[src/rtl/riscV_unrn_pkg.sv]
// riscV_unrn_pkg: shared CSR addresses, bit positions and FSM states for the trap controller
package riscV_unrn_pkg;
    localparam logic [11:0] CSR_MSTATUS = 12'h300;
    localparam logic [11:0] CSR_MIE     = 12'h304;
    localparam logic [11:0] CSR_MTVEC   = 12'h305;
    localparam logic [11:0] CSR_MEPC    = 12'h341;
    localparam logic [11:0] CSR_MCAUSE  = 12'h342;
    localparam logic [11:0] CSR_MTVAL   = 12'h343;
    localparam logic [11:0] CSR_MIP     = 12'h344;
    localparam int MSTATUS_MIE  = 3;
    localparam int MSTATUS_MPIE = 7;
    localparam int MIX_MTI      = 7;
    typedef enum logic {IDLE, REDIRECT} trap_state_t;
endpackage

[src/rtl/trap_csr_file.sv]
// trap_csr_file: trap CSR storage, write masks and read mux (vectored mtvec mode under TRAP_VECTORED_EN)
module trap_csr_file
    import riscV_unrn_pkg::*;
#(
    parameter logic [31:0] MTVEC_RESET = 32'h0000_0004
) (
    input  logic        clk,
    input  logic        rst,
    input  logic [11:0] addr,
    input  logic        we,
    input  logic [31:0] wdata,
    output logic [31:0] rdata,
    input  logic        mtip,
    input  logic        trap,
    input  logic        mret,
    input  logic [31:0] epc,
    input  logic [31:0] cause,
    input  logic [31:0] info,
    output logic        mie_en,
    output logic        mtie_en,
    output logic [31:0] mtvec,
    output logic [31:0] mepc
);
    logic        st_mie, st_mpie, mtie;
    logic [31:0] mcause, mtval;
    logic [31:0] mstatus_rd, mie_rd, mip_rd, mtvec_wr;

`ifdef TRAP_VECTORED_EN
    assign mtvec_wr = {wdata[31:2], 1'b0, wdata[1:0] == 2'b01};
`else
    assign mtvec_wr = wdata & ~32'h3;
`endif

    assign mie_en  = st_mie;
    assign mtie_en = mtie;

    // Commit updates own mstatus/mepc/mcause/mtval; software writes fill in otherwise
    always_ff @(posedge clk or posedge rst) begin
        if (rst) begin
            st_mie  <= 1'b0;
            st_mpie <= 1'b0;
            mtie    <= 1'b0;
`ifdef TRAP_VECTORED_EN
            mtvec   <= MTVEC_RESET;
`else
            mtvec   <= MTVEC_RESET & ~32'h3;
`endif
            mepc    <= '0;
            mcause  <= '0;
            mtval   <= '0;
        end else begin
            if (trap) begin
                st_mpie <= st_mie;
                st_mie  <= 1'b0;
                mepc    <= epc & ~32'h3;
                mcause  <= cause;
                mtval   <= info;
            end else if (mret) begin
                st_mie  <= st_mpie;
                st_mpie <= 1'b1;
            end else if (we) begin
                if (addr == CSR_MSTATUS) begin
                    st_mie  <= wdata[MSTATUS_MIE];
                    st_mpie <= wdata[MSTATUS_MPIE];
                end
                if (addr == CSR_MEPC)   mepc   <= wdata & ~32'h3;
                if (addr == CSR_MCAUSE) mcause <= wdata;
                if (addr == CSR_MTVAL)  mtval  <= wdata;
            end
            if (we && addr == CSR_MIE)   mtie  <= wdata[MIX_MTI];
            if (we && addr == CSR_MTVEC) mtvec <= mtvec_wr;
        end
    end

    // Read mux; unmapped addresses return zero
    always_comb begin
        mstatus_rd = '0;
        mstatus_rd[MSTATUS_MIE]  = st_mie;
        mstatus_rd[MSTATUS_MPIE] = st_mpie;
        mie_rd = '0;
        mie_rd[MIX_MTI] = mtie;
        mip_rd = '0;
        mip_rd[MIX_MTI] = mtip;
        rdata = '0;
        case (addr)
            CSR_MSTATUS: rdata = mstatus_rd;
            CSR_MIE:     rdata = mie_rd;
            CSR_MTVEC:   rdata = mtvec;
            CSR_MEPC:    rdata = mepc;
            CSR_MCAUSE:  rdata = mcause;
            CSR_MTVAL:   rdata = mtval;
            CSR_MIP:     rdata = mip_rd;
            default:     rdata = '0;
        endcase
    end
endmodule

[src/rtl/trap_ctrl.sv]
// trap_ctrl: M-mode trap/mret sequencing with registered fetch redirect (vectored interrupts under TRAP_VECTORED_EN)
module trap_ctrl
    import riscV_unrn_pkg::*;
#(
    parameter logic [31:0] MTVEC_RESET = 32'h0000_0004
) (
    input  logic        clk_i,
    input  logic        rst_i,
    input  logic        excPresent_i,
    input  logic [31:0] excCause_i,
    input  logic [31:0] trapInfo_i,
    input  logic [31:0] pc_i,
    input  logic        mret_i,
    input  logic        mtip_i,
    input  logic [11:0] csrAddr_i,
    input  logic        csrWe_i,
    input  logic [31:0] csrWdata_i,
    output logic [31:0] csrRdata_o,
    input  logic        fetchReady_i,
    output logic        redirect_o,
    output logic [31:0] redirectPc_o,
    output logic        stall_o,
    output logic        trapTaken_o
);
    trap_state_t state, state_next;
    logic        trap_take, mret_take, mie_en, mtie_en;
    logic [31:0] mtvec, mepc, base, vec;

    trap_csr_file #(.MTVEC_RESET(MTVEC_RESET)) u_csr (
        .clk(clk_i), .rst(rst_i), .addr(csrAddr_i), .we(csrWe_i), .wdata(csrWdata_i),
        .rdata(csrRdata_o), .mtip(mtip_i), .trap(trap_take), .mret(mret_take),
        .epc(pc_i), .cause(excCause_i), .info(trapInfo_i),
        .mie_en(mie_en), .mtie_en(mtie_en), .mtvec(mtvec), .mepc(mepc)
    );

    assign base = mtvec & ~32'h3;
`ifdef TRAP_VECTORED_EN
    assign vec = (mtvec[0] && excCause_i[31]) ? base + {excCause_i[29:0], 2'b00} : base;
`else
    assign vec = base;
`endif

    // Trap beats mret; requests are only looked at in IDLE
    always_comb begin
        trap_take  = state == IDLE && excPresent_i && (!excCause_i[31] || (mie_en && mtie_en));
        mret_take  = state == IDLE && mret_i && !trap_take;
        stall_o    = state == REDIRECT || trap_take || mret_take;
        state_next = (trap_take || mret_take) ? REDIRECT :
                     (state == REDIRECT && fetchReady_i) ? IDLE : state;
    end

    // State and registered redirect, held until fetch accepts it
    always_ff @(posedge clk_i or posedge rst_i) begin
        if (rst_i) begin
            state        <= IDLE;
            redirect_o   <= 1'b0;
            redirectPc_o <= '0;
            trapTaken_o  <= 1'b0;
        end else begin
            state       <= state_next;
            trapTaken_o <= trap_take;
            if (trap_take || mret_take) begin
                redirect_o   <= 1'b1;
                redirectPc_o <= trap_take ? vec : mepc;
            end else if (state == REDIRECT && fetchReady_i) begin
                redirect_o   <= 1'b0;
            end
        end
    end
endmodule

[config.mk]
export PLATFORM = sky130hd
export DESIGN_NAME = trap_ctrl
export DESIGN_NICKNAME = d
export VERILOG_FILES = /design/src/rtl/riscV_unrn_pkg.sv /design/src/rtl/trap_csr_file.sv /design/src/rtl/trap_ctrl.sv
export SDC_FILE = /design/constraint.sdc
export NUM_CORES = 1
export LEC_CHECK = 0
export ABC_AREA = 1
export CAP_MARGIN = 0
export CORE_MARGIN = 5
export CORE_UTILIZATION = 52
export CTS_BUF_LIST = sky130_fd_sc_hd__clkbuf_8
export DETAILED_ROUTE_END_ITERATION = 16
export PLACE_DENSITY_LB_ADDON = 0.12
export SETUP_SLACK_MARGIN = 0.05
export SLEW_MARGIN = 30
export SYNTH_ARGS = -nofsm -noshare
export SYNTH_HDL_FRONTEND = slang
export SYNTH_HIERARCHICAL = 1
export SYNTH_SLANG_ARGS = --single-unit
[constraint.sdc]
create_clock -name clk_i -period 7.01 [get_ports clk_i]
set_input_delay 2.103 -clock clk_i [delete_from_list [all_inputs] [get_ports clk_i]]
set_output_delay 2.103 -clock clk_i [all_outputs]
set_load 0.02 [all_outputs]
==> run summary, run 1 <==
### Run status
* run status: finished clean

### GRT
* grt ovf: 0
* pin count of the biggest net entering global routing: 96
* number of global-route vias before repair: 8,106
* initial antenna violation count: 0
* global-route usage over all layers: 28.9%
* global-route wire length before repair: 45,200 um

### Pwr
* Sw Pwr: 1.34 mW
* maximum vdd ir drop: 0.168 mV
* final total power: 3.39 mW
* sequential share of power: 45.6%
* switching share of total power: 39.5%
* Leak Pwr: 5.56 nW
* internal power contribution: 2.05 mW
* clock network fraction of design power: 19.9%
* P per Cell Area: 298 nW/um2
* share of total power in combinational logic: 34.6%

### Detailed routing
* Met3 Wirelength: 3240 um
* top routing layer used: met4
* antenna viol nets, final: 0
* routed wire length on met2: 12,300 um
* post-DR wirelength/cell: 18.0 um
* via count: 9,166
* number of DRC markers in iteration 0: 1,110
* DRC violation count after routing: 0
* met1 wire length: 13,000 um
* post-detailed-route via-to-cell ratio: 5.68
* first-pass iteration count of the detailed router: 5
* overall routed net length: 29,100 um

### Worst setup path
* Critical Path End Type: output port
* data required time at the worst endpoint: 4910 ps
* critical path startpoint category: input port
* Worst Path Class, Setup: in -> out
* worst-path fanout max: 32
* signal arrival time at the worst endpoint: 4390 ps

### Run
* Max Cap Viol: 0

### Place
* placed instance count: 1,581
* gpl congestion: 0.882
* placed instance area: 11,000 um2
* hpwl dp: 21,000 um
* post-placement setup slack: 529 ps
* number of buffers inserted by port buffering: 211

### Floorplan
* count of standard-cell rows: 48
* Die Outline Area: 19,900 um2
* Initial Utilization: 52.4%
* Core Box Area: 17,100 um2
* die width: 141 um
* Boundary Pins: 214
* floorplan die height: 141 um

### Finish
* count of non-filler cells in the finished layout: 1,613
* NumNets Final: 1,522
* filler cell count: 1,553
* Area growth, synth to finish: 27.0%
* antenna diode count: 0
* layout cells sized above 1: 7.20%
* post-layout instance area: 11,400 um2

### CTS
* number of instances resized during post-cts repair: 0
* clock tree from TritonCTS: built
* count of hold-fix buffers inserted at cts: 0
* TritonCTS Sinks: 161
* Post-CTS Setup Repair Bufs: 0
* CTS clock-pin slew for the worst setup and hold paths: 90 ps
* cts bufs inserted: 17
* clock insertion delay at the later pin of the skew report: 460 ps
* root buf cell: sky130_fd_sc_hd__clkbuf_8
* deepest level of the CTS H-tree: 4
* CTS max path bufs: 2

### Timing
* max-slew violation count: 0
* clock skew: 9.28 ps
* Final setup viols: 0
* share of the clock period used by the worst path: 92.7%
* number of hold violations in the final report: 0
* worst relative slew slack: 36.0%
* actual slew at the worst max-slew pin: 959 ps
* setup repair after global routing missed its margin: false
* post-layout minimum cycle time: 6500 ps
* highest clock frequency the design can meet: 0.154 GHz
* Setup Total Neg Slack: 0 ps
* Worst Slack Setup Final: 512 ps

### Synth
* gate count after technology mapping: 1,222
* Synthesis Warnings: 6
* per-instance average area after synthesis: 7.32 um2
* area of the mapped netlist: 8940 um2

### Min path
* path category of the worst min-delay check: reg -> reg

[worst paths after layout]
check | from | to | slack, ps | cells past startpoint
max in group asynchronous | rst_i | u_csr/mtval[11]$_DFFE_PP0P_ | 3820 | 3
setup / recovery | csrAddr_i[6] | csrRdata_o[22] | 510 | 9
min in group asynchronous | rst_i | u_csr/mepc[15]$_DFFE_PP0P_ | 2020 | 2
hold / removal | redirectPc_o[0]$_DFFE_PP0P_ | redirectPc_o[0]$_DFFE_PP0P_ | 500 | 2
setup reg to reg | redirect_o$_DFFE_PP0P_ | u_csr/mcause[6]$_DFFE_PP0P_ | 3130 | 11
hold reg to reg | redirectPc_o[0]$_DFFE_PP0P_ | redirectPc_o[0]$_DFFE_PP0P_ | 500 | 2
[power groups by stage]
stage                     Combinational, mW  Sequential (mW)  Clock [mW]
after detailed placement               1.17             1.55           0
final                                  1.17             1.54       0.673
after global placement                 1.14             1.54           0
after global routing                   1.29             1.58       0.722
after CTS                              1.17             1.53       0.678
after floorplan                       0.680             1.57           0
[through the flow]
step,utilization [%],hold WS [ps]
after floorplan,-,461
after global placement,64.3,480
after detailed placement,64.3,486
after CTS,66.6,507
after global routing,66.6,531
final,66.6,502
[critical path, cell delays in order]
cell                              delay [ps]
sky130_fd_sc_hd__clkdlybuf4s50_1         470
sky130_fd_sc_hd__inv_1                    40
sky130_fd_sc_hd__nor2_1                   80
sky130_fd_sc_hd__nand2_1                 130
sky130_fd_sc_hd__nor2_8                  230
sky130_fd_sc_hd__buf_4                   350
sky130_fd_sc_hd__nand3_1                 180
sky130_fd_sc_hd__nand4_1                 170
sky130_fd_sc_hd__clkdlybuf4s50_1         620
[state kept, by name, indices dropped and copies added (netlist names)]
register	cells
u_csr/mtval	32
u_csr/mepc	30
u_csr/mtvec	30
u_csr/st_mpie	1
redirect_o	1
redirectPc_o	32
trapTaken_o	1
u_csr/mtie_en	1
u_csr/mie_en	1
u_csr/mcause	32
[cell usage in the layout (no fill, tap or decap)]
cell	n
sky130_fd_sc_hd__o21ai_0	33
sky130_fd_sc_hd__o211ai_1	2
sky130_fd_sc_hd__inv_6	4
sky130_fd_sc_hd__clkbuf_8	17
sky130_fd_sc_hd__nor2_4	3
sky130_fd_sc_hd__nor2_2	5
sky130_fd_sc_hd__dfstp_2	1
sky130_fd_sc_hd__clkinvlp_4	2
sky130_fd_sc_hd__nand4_1	28
sky130_fd_sc_hd__nand2_1	495
sky130_fd_sc_hd__bufinv_16	1
sky130_fd_sc_hd__buf_12	1
sky130_fd_sc_hd__dfrtp_1	160
sky130_fd_sc_hd__inv_1	18
sky130_fd_sc_hd__a21oi_1	1
sky130_fd_sc_hd__clkinv_2	1
sky130_fd_sc_hd__or2_2	1
sky130_fd_sc_hd__nand3_2	26
sky130_fd_sc_hd__nand3_1	323
sky130_fd_sc_hd__conb_1	2
sky130_fd_sc_hd__o21ai_1	1
sky130_fd_sc_hd__nand2_4	1
sky130_fd_sc_hd__inv_2	4
sky130_fd_sc_hd__nand2_2	5
sky130_fd_sc_hd__clkinv_4	4
sky130_fd_sc_hd__nor2_8	1
sky130_fd_sc_hd__buf_4	19
sky130_fd_sc_hd__nor2_1	14
sky130_fd_sc_hd__inv_4	1
sky130_fd_sc_hd__inv_8	3
sky130_fd_sc_hd__clkdlybuf4s50_1	211
[routing by layer]
metal  global-route usage, %  up-vias
li1                        -     4348
met1                    46.4     4282
met2                    39.2      505
met3                    6.14       31
met4                    7.65        0
met5                       0        -
[area by class of cell]
cell class,instances,area [um2],share of cell area (%)
clock buffer,17,234,2.06
sequential,161,4030,35.5
inverter,23,90.1,0.793
multi-input combinational,941,4290,37.8
timing repair buffer,231,2270,20.0
tap,225,282,2.48
clock inverter,15,153,1.34
No activity file was read; power rests on OpenSTA's default activity.
==> run 2, diff against run 1 <==
--- a/config.mk
+++ b/config.mk
@@ -13,2 +13,3 @@
 export DETAILED_ROUTE_END_ITERATION = 16
+export GPL_ROUTABILITY_DRIVEN = 0
 export PLACE_DENSITY_LB_ADDON = 0.12
--- a/constraint.sdc
+++ b/constraint.sdc
@@ -3,2 +3,2 @@
 set_output_delay 2.103 -clock clk_i [all_outputs]
-set_load 0.02 [all_outputs]
+set_load 0.1 [all_outputs]
==> run 2 against run 1 <==
Net effect: register-to-register slack lost 300 ps; critical endpoint is now csrRdata_o[16]; critical path type unchanged; clock skew shrank 0.98 ps; utilization grew 2.1 points; first-iteration DRC count grew 38%.
==> run summary, run 2 (synthesized netlist as in run 1, its figures left out) <==
### Floorplan
* Die Outline Area: 19,900 um2
* Initial Utilization: 52.4%
* Core Box Area: 17,100 um2
* die width: 141 um
* floorplan die height: 141 um
* Boundary Pins: 214
* count of standard-cell rows: 48

### Pwr
* Leak Pwr: 5.72 nW
* internal power contribution: 2.10 mW
* clock network fraction of design power: 17.9%
* final total power: 3.96 mW
* share of total power in combinational logic: 43.2%
* P per Cell Area: 338 nW/um2
* maximum vdd ir drop: 0.301 mV
* switching share of total power: 47.1%
* Sw Pwr: 1.86 mW
* sequential share of power: 38.9%

### GRT
* routing usage on met3: 5.19%
* number of global-route vias before repair: 7,883
* GR peak layer: met1
* met2 global-route usage: 38.6%
* global-route usage over all layers: 28.8%
* global-route wire length before repair: 45,200 um
* initial antenna violation count: 1
* pin count of the biggest net entering global routing: 76
* grt ovf: 0
* met1 track demand over resource: 47.7%

### CTS
* clock insertion delay at the later pin of the skew report: 460 ps
* number of instances resized during post-cts repair: 0
* Post-CTS Setup Repair Bufs: 0
* deepest level of the CTS H-tree: 4
* CTS max path bufs: 2
* clock tree from TritonCTS: built
* cts bufs inserted: 17
* count of hold-fix buffers inserted at cts: 0
* TritonCTS Sinks: 161
* root buf cell: sky130_fd_sc_hd__clkbuf_8
* CTS clock-pin slew for the worst setup and hold paths: 90 ps

### Timing
* Final setup viols: 0
* Setup Total Neg Slack: 0 ps
* number of hold violations in the final report: 0
* highest clock frequency the design can meet: 0.161 GHz
* Worst Hold Slack: 501 ps
* max-slew violation count: 0
* clock skew: 8.30 ps
* worst relative slew slack: 32.2%
* setup repair after global routing missed its margin: false
* share of the clock period used by the worst path: 88.6%
* Worst Slack Setup Final: 797 ps
* actual slew at the worst max-slew pin: 1010 ps
* post-layout minimum cycle time: 6210 ps

### Min path
* hold-critical path depth: 2
* path category of the worst min-delay check: reg -> reg

### Finish
* final core occ: 68.6%
* count of non-filler cells in the finished layout: 1,612
* post-layout instance area: 11,700 um2
* commonest cells after routing, fill and taps aside: sky130_fd_sc_hd__nand2_1, sky130_fd_sc_hd__nand3_1, sky130_fd_sc_hd__clkdlybuf4s50_1, sky130_fd_sc_hd__dfrtp_1, sky130_fd_sc_hd__buf_12
* layout cells sized above 1: 9.52%
* leading cell type in the layout, fill and taps excluded: sky130_fd_sc_hd__nand2_1
* NumNets Final: 1,520
* leading registers by flop count: redirectPc_o x32, u_csr/mcause x32, u_csr/mtval x32
* Area growth, synth to finish: 30.9%
* filler cell count: 1,469

### Worst setup path
* Critical Path End Type: output port
* data required time at the worst endpoint: 4910 ps
* R2R cell count: 10
* worst-path fanout max: 75
* critical path startpoint category: input port
* Worst Path Class, Setup: in -> out
* signal arrival time at the worst endpoint: 4110 ps

### Place
* post-placement setup slack: 792 ps
* hpwl dp: 20,700 um
* placed instance count: 1,579
* placed instance area: 11,300 um2
* number of buffers inserted by port buffering: 211

### Detailed routing
* post-detailed-route via-to-cell ratio: 5.64
* first-pass iteration count of the detailed router: 6
* number of DRC markers in iteration 0: 1,531
* DRC violation count after routing: 0
* via count: 9,087
* overall routed net length: 29,200 um
* post-DR wirelength/cell: 18.1 um
* antenna viol nets, final: 0

### Run status
* run status: finished clean

### Run
* Max Cap Viol: 0

[run 2: cell count changes in the layout (fill, tap and decap cells not counted), sizes merged]
cell,before,now
clkdlybuf4s50,211,178
buf,20,51
inv,30,28
bufinv,1,2
clkbuf,17,18
clkinv,5,6
clkinvlp,2,1
diode,0,1
[run 2: power by group through the flow]
stage	logic, mW	clock network (mW)	registers [mW]
finish	1.71	0.708	1.54
global route	1.84	0.752	1.57
CTS	1.71	0.718	1.53
detailed placement	1.70	0	1.55
global placement	1.68	0	1.53
floorplan	0.689	0	2.08
[run 2: area by class of cell]
| cell class | count | area, um2 | area share [%] |
|---|---|---|---|
| Multi-Input combinational cell | 941 | 4290 | 36.7 |
| Sequential cell | 161 | 4030 | 34.4 |
| Timing Repair Buffer | 229 | 2590 | 22.1 |
| Tap cell | 225 | 282 | 2.40 |
| Clock buffer | 18 | 248 | 2.12 |
| Clock inverter | 14 | 171 | 1.46 |
| Inverter | 23 | 90.1 | 0.769 |
| Antenna cell | 1 | 2.50 | 0.0214 |
[run 2: worst paths after layout]
kind | startpoint | slack [ps] | endpoint
min reg2reg | redirectPc_o[0]$_DFFE_PP0P_ | 500 | redirectPc_o[0]$_DFFE_PP0P_
min in group asynchronous | rst_i | 1990 | u_csr/mepc[14]$_DFFE_PP0P_
min | redirectPc_o[0]$_DFFE_PP0P_ | 500 | redirectPc_o[0]$_DFFE_PP0P_
max | csrAddr_i[6] | 800 | csrRdata_o[16]
max in group asynchronous | rst_i | 3950 | u_csr/mcause[11]$_DFFE_PP0P_
max reg2reg | redirect_o$_DFFE_PP0P_ | 2830 | u_csr/mtval[27]$_DFFE_PP0P_
[run 2: layer usage]
metal  wire length [um]  vias up
li1                   -     4348
met1              13300     4158
met3               3270       33
met4                414        2
met5                 35        -
met2              12200      546
[run 2: worst max-delay path, cell delays in order]
cell	delay, ps
sky130_fd_sc_hd__clkdlybuf4s50_1	480
sky130_fd_sc_hd__inv_1	40
sky130_fd_sc_hd__nor2_1	80
sky130_fd_sc_hd__nand2_1	120
sky130_fd_sc_hd__nor2_8	330
sky130_fd_sc_hd__buf_12	340
sky130_fd_sc_hd__nand3_1	180
sky130_fd_sc_hd__nand4_1	200
sky130_fd_sc_hd__buf_12	200
==> run 3, diff against run 2 <==
- CORE_ASPECT_RATIO: default -> 0.5
==> run 3 against run 2 <==
Net effect: wire length is 13% higher; non-clock buffer count is 4 higher; critical path depth stayed put; maximum frequency is 0.42% higher; cell area is 0.15% lower; die area is 0.80% higher; via count is 4.8% higher; total power is 1.1% higher; sequential share of layout area is 0.052 points higher; clock skew is 17 ps higher; global-route usage is 3.8 points higher; largest power group unchanged; highest routed layer unchanged.
==> run summary, run 3 (synthesized netlist as in run 1, its figures left out) <==
### Floorplan
* Die Outline Area: 20,100 um2
* floorplan die height: 103 um
* Initial Utilization: 53.7%
* Boundary Pins: 214
* count of standard-cell rows: 33
* die width: 195 um
* Core Box Area: 16,600 um2

### CTS
* deepest level of the CTS H-tree: 4
* CTS clock-pin slew for the worst setup and hold paths: 100 ps
* clock tree from TritonCTS: built
* TritonCTS Sinks: 161
* Post-CTS Setup Repair Bufs: 0
* CTS max path bufs: 2
* number of instances resized during post-cts repair: 0
* count of hold-fix buffers inserted at cts: 0
* cts bufs inserted: 17
* clock insertion delay at the later pin of the skew report: 470 ps
* root buf cell: sky130_fd_sc_hd__clkbuf_8

### Pwr
* sequential share of power: 40.1%
* clock network fraction of design power: 16.5%
* Leak Pwr: 5.72 nW
* internal power contribution: 2.01 mW
* switching share of total power: 49.7%
* final total power: 4.01 mW
* share of total power in combinational logic: 43.4%
* P per Cell Area: 343 nW/um2
* maximum vdd ir drop: 0.320 mV
* Sw Pwr: 1.99 mW

### GRT
* initial antenna violation count: 2
* global-route usage over all layers: 32.6%
* global-route wire length before repair: 49,900 um
* number of global-route vias before repair: 8,616
* grt ovf: 0
* pin count of the biggest net entering global routing: 67

### Place
* hpwl dp: 24,200 um
* post-placement setup slack: 851 ps
* number of buffers inserted by port buffering: 211
* placed instance area: 11,300 um2

### Timing
* Final setup viols: 0
* setup repair after global routing missed its margin: false
* actual slew at the worst max-slew pin: 992 ps
* number of hold violations in the final report: 0
* clock skew: 25.1 ps
* Worst Hold Slack: 500 ps
* Worst Slack Setup Final: 823 ps
* max-slew violation count: 0
* share of the clock period used by the worst path: 88.3%
* worst relative slew slack: 33.7%
* highest clock frequency the design can meet: 0.162 GHz
* post-layout minimum cycle time: 6190 ps
* Setup Total Neg Slack: 0 ps

### Finish
* NumNets Final: 1,524
* filler cell count: 1,356
* leading registers by flop count: redirectPc_o x32, u_csr/mcause x32, u_csr/mtval x32
* layout cells sized above 1: 9.71%
* post-layout instance area: 11,700 um2
* leading cell type in the layout, fill and taps excluded: sky130_fd_sc_hd__nand2_1
* Area growth, synth to finish: 30.7%
* commonest cells after routing, fill and taps aside: sky130_fd_sc_hd__nand2_1, sky130_fd_sc_hd__nand3_1, sky130_fd_sc_hd__clkdlybuf4s50_1, sky130_fd_sc_hd__dfrtp_1, sky130_fd_sc_hd__buf_12
* antenna diode count: 0

### Worst setup path
* Worst Path Class, Setup: in -> out
* data required time at the worst endpoint: 4910 ps
* signal arrival time at the worst endpoint: 4080 ps
* critical path startpoint category: input port
* Critical Path End Type: output port
* worst-path fanout max: 42

### Detailed routing
* post-detailed-route via-to-cell ratio: 5.89
* post-DR wirelength/cell: 20.5 um
* number of DRC markers in iteration 0: 1,622
* via count: 9,523
* antenna viol nets, final: 0
* overall routed net length: 33,100 um
* first-pass iteration count of the detailed router: 6
* DRC violation count after routing: 0

### Min path
* path category of the worst min-delay check: reg -> reg

### Run status
* run status: finished clean

### Run
* Max Cap Viol: 0

==> run 3: cell count changes in the layout (fill, tap and decap cells not counted), moves of 2 or more <==
| cell | change |
|---|---|
| sky130_fd_sc_hd__buf_4 | +3 |
| sky130_fd_sc_hd__clkinv_4 | -3 |
| sky130_fd_sc_hd__inv_6 | +3 |
| sky130_fd_sc_hd__bufinv_16 | -2 |
| sky130_fd_sc_hd__clkinv_2 | +2 |
==> run 3: stage by stage <==
stage | std cells | util (%)
5_1_grt | 1617 | 70.3
6_report | 1617 | 70.3
3_5_place_dp | 1585 | 68.1
4_1_cts | 1617 | 70.3
3_3_place_gp | 1585 | 68.1
2_1_floorplan | 1223 | -
==> run 3: final timing paths <==
| path | start | to | slack (ps) | cells past startpoint |
|---|---|---|---|---|
| worst max-delay path | csrAddr_i[6] | csrRdata_o[21] | 820 | 9 |
| worst max register to register | redirect_o$_DFFE_PP0P_ | u_csr/mtval[6]$_DFFE_PP0P_ | 3010 | 12 |
| min in group asynchronous | rst_i | redirectPc_o[17]$_DFFE_PP0P_ | 2100 | 3 |
| worst min register to register | u_csr/mtvec[2]$_DFFE_PP1P_ | u_csr/mtvec[2]$_DFFE_PP1P_ | 500 | 2 |
| worst min-delay path | u_csr/mtvec[2]$_DFFE_PP1P_ | u_csr/mtvec[2]$_DFFE_PP1P_ | 500 | 2 |
| max in group asynchronous | rst_i | u_csr/mcause[9]$_DFFE_PP0P_ | 3510 | 3 |
==> run 3: metal layers <==
layer	vias to the layer above	wire, um	GRT usage, %
met2	729	12800	42.1
met4	4	340	5.36
li1	4355	-	-
met1	4391	14100	50.4
met3	44	5840	14.3
met5	-	21	0
==> run 3: area by class of cell <==
type | count | area, um2 | share of cell area, %
Multi-Input combinational cell | 941 | 4290 | 36.7
Sequential cell | 161 | 4030 | 34.5
Clock buffer | 17 | 234 | 2.00
Inverter | 23 | 90.1 | 0.771
Clock inverter | 15 | 125 | 1.07
Timing Repair Buffer | 233 | 2630 | 22.5
Tap cell | 227 | 284 | 2.43
==> run 3: worst max-delay path, cell delays in order <==
cell	delay (ps)
sky130_fd_sc_hd__clkdlybuf4s50_1	480
sky130_fd_sc_hd__inv_1	40
sky130_fd_sc_hd__nor2_1	80
sky130_fd_sc_hd__nand2_1	120
sky130_fd_sc_hd__nor2_8	430
sky130_fd_sc_hd__buf_12	270
sky130_fd_sc_hd__nand3_1	160
sky130_fd_sc_hd__nand4_1	170
sky130_fd_sc_hd__buf_12	190
==> run 3: power groups by stage <==
| stage | Sequential (mW) | Combinational, mW | Clock [mW] |
|---|---|---|---|
| after detailed placement | 1.60 | 1.72 | 0 |
| after CTS | 1.58 | 1.73 | 0.657 |
| final | 1.61 | 1.74 | 0.659 |
| after global routing | 1.63 | 1.85 | 0.698 |
| after global placement | 1.58 | 1.69 | 0 |
| after floorplan | 2.08 | 0.689 | 0 |
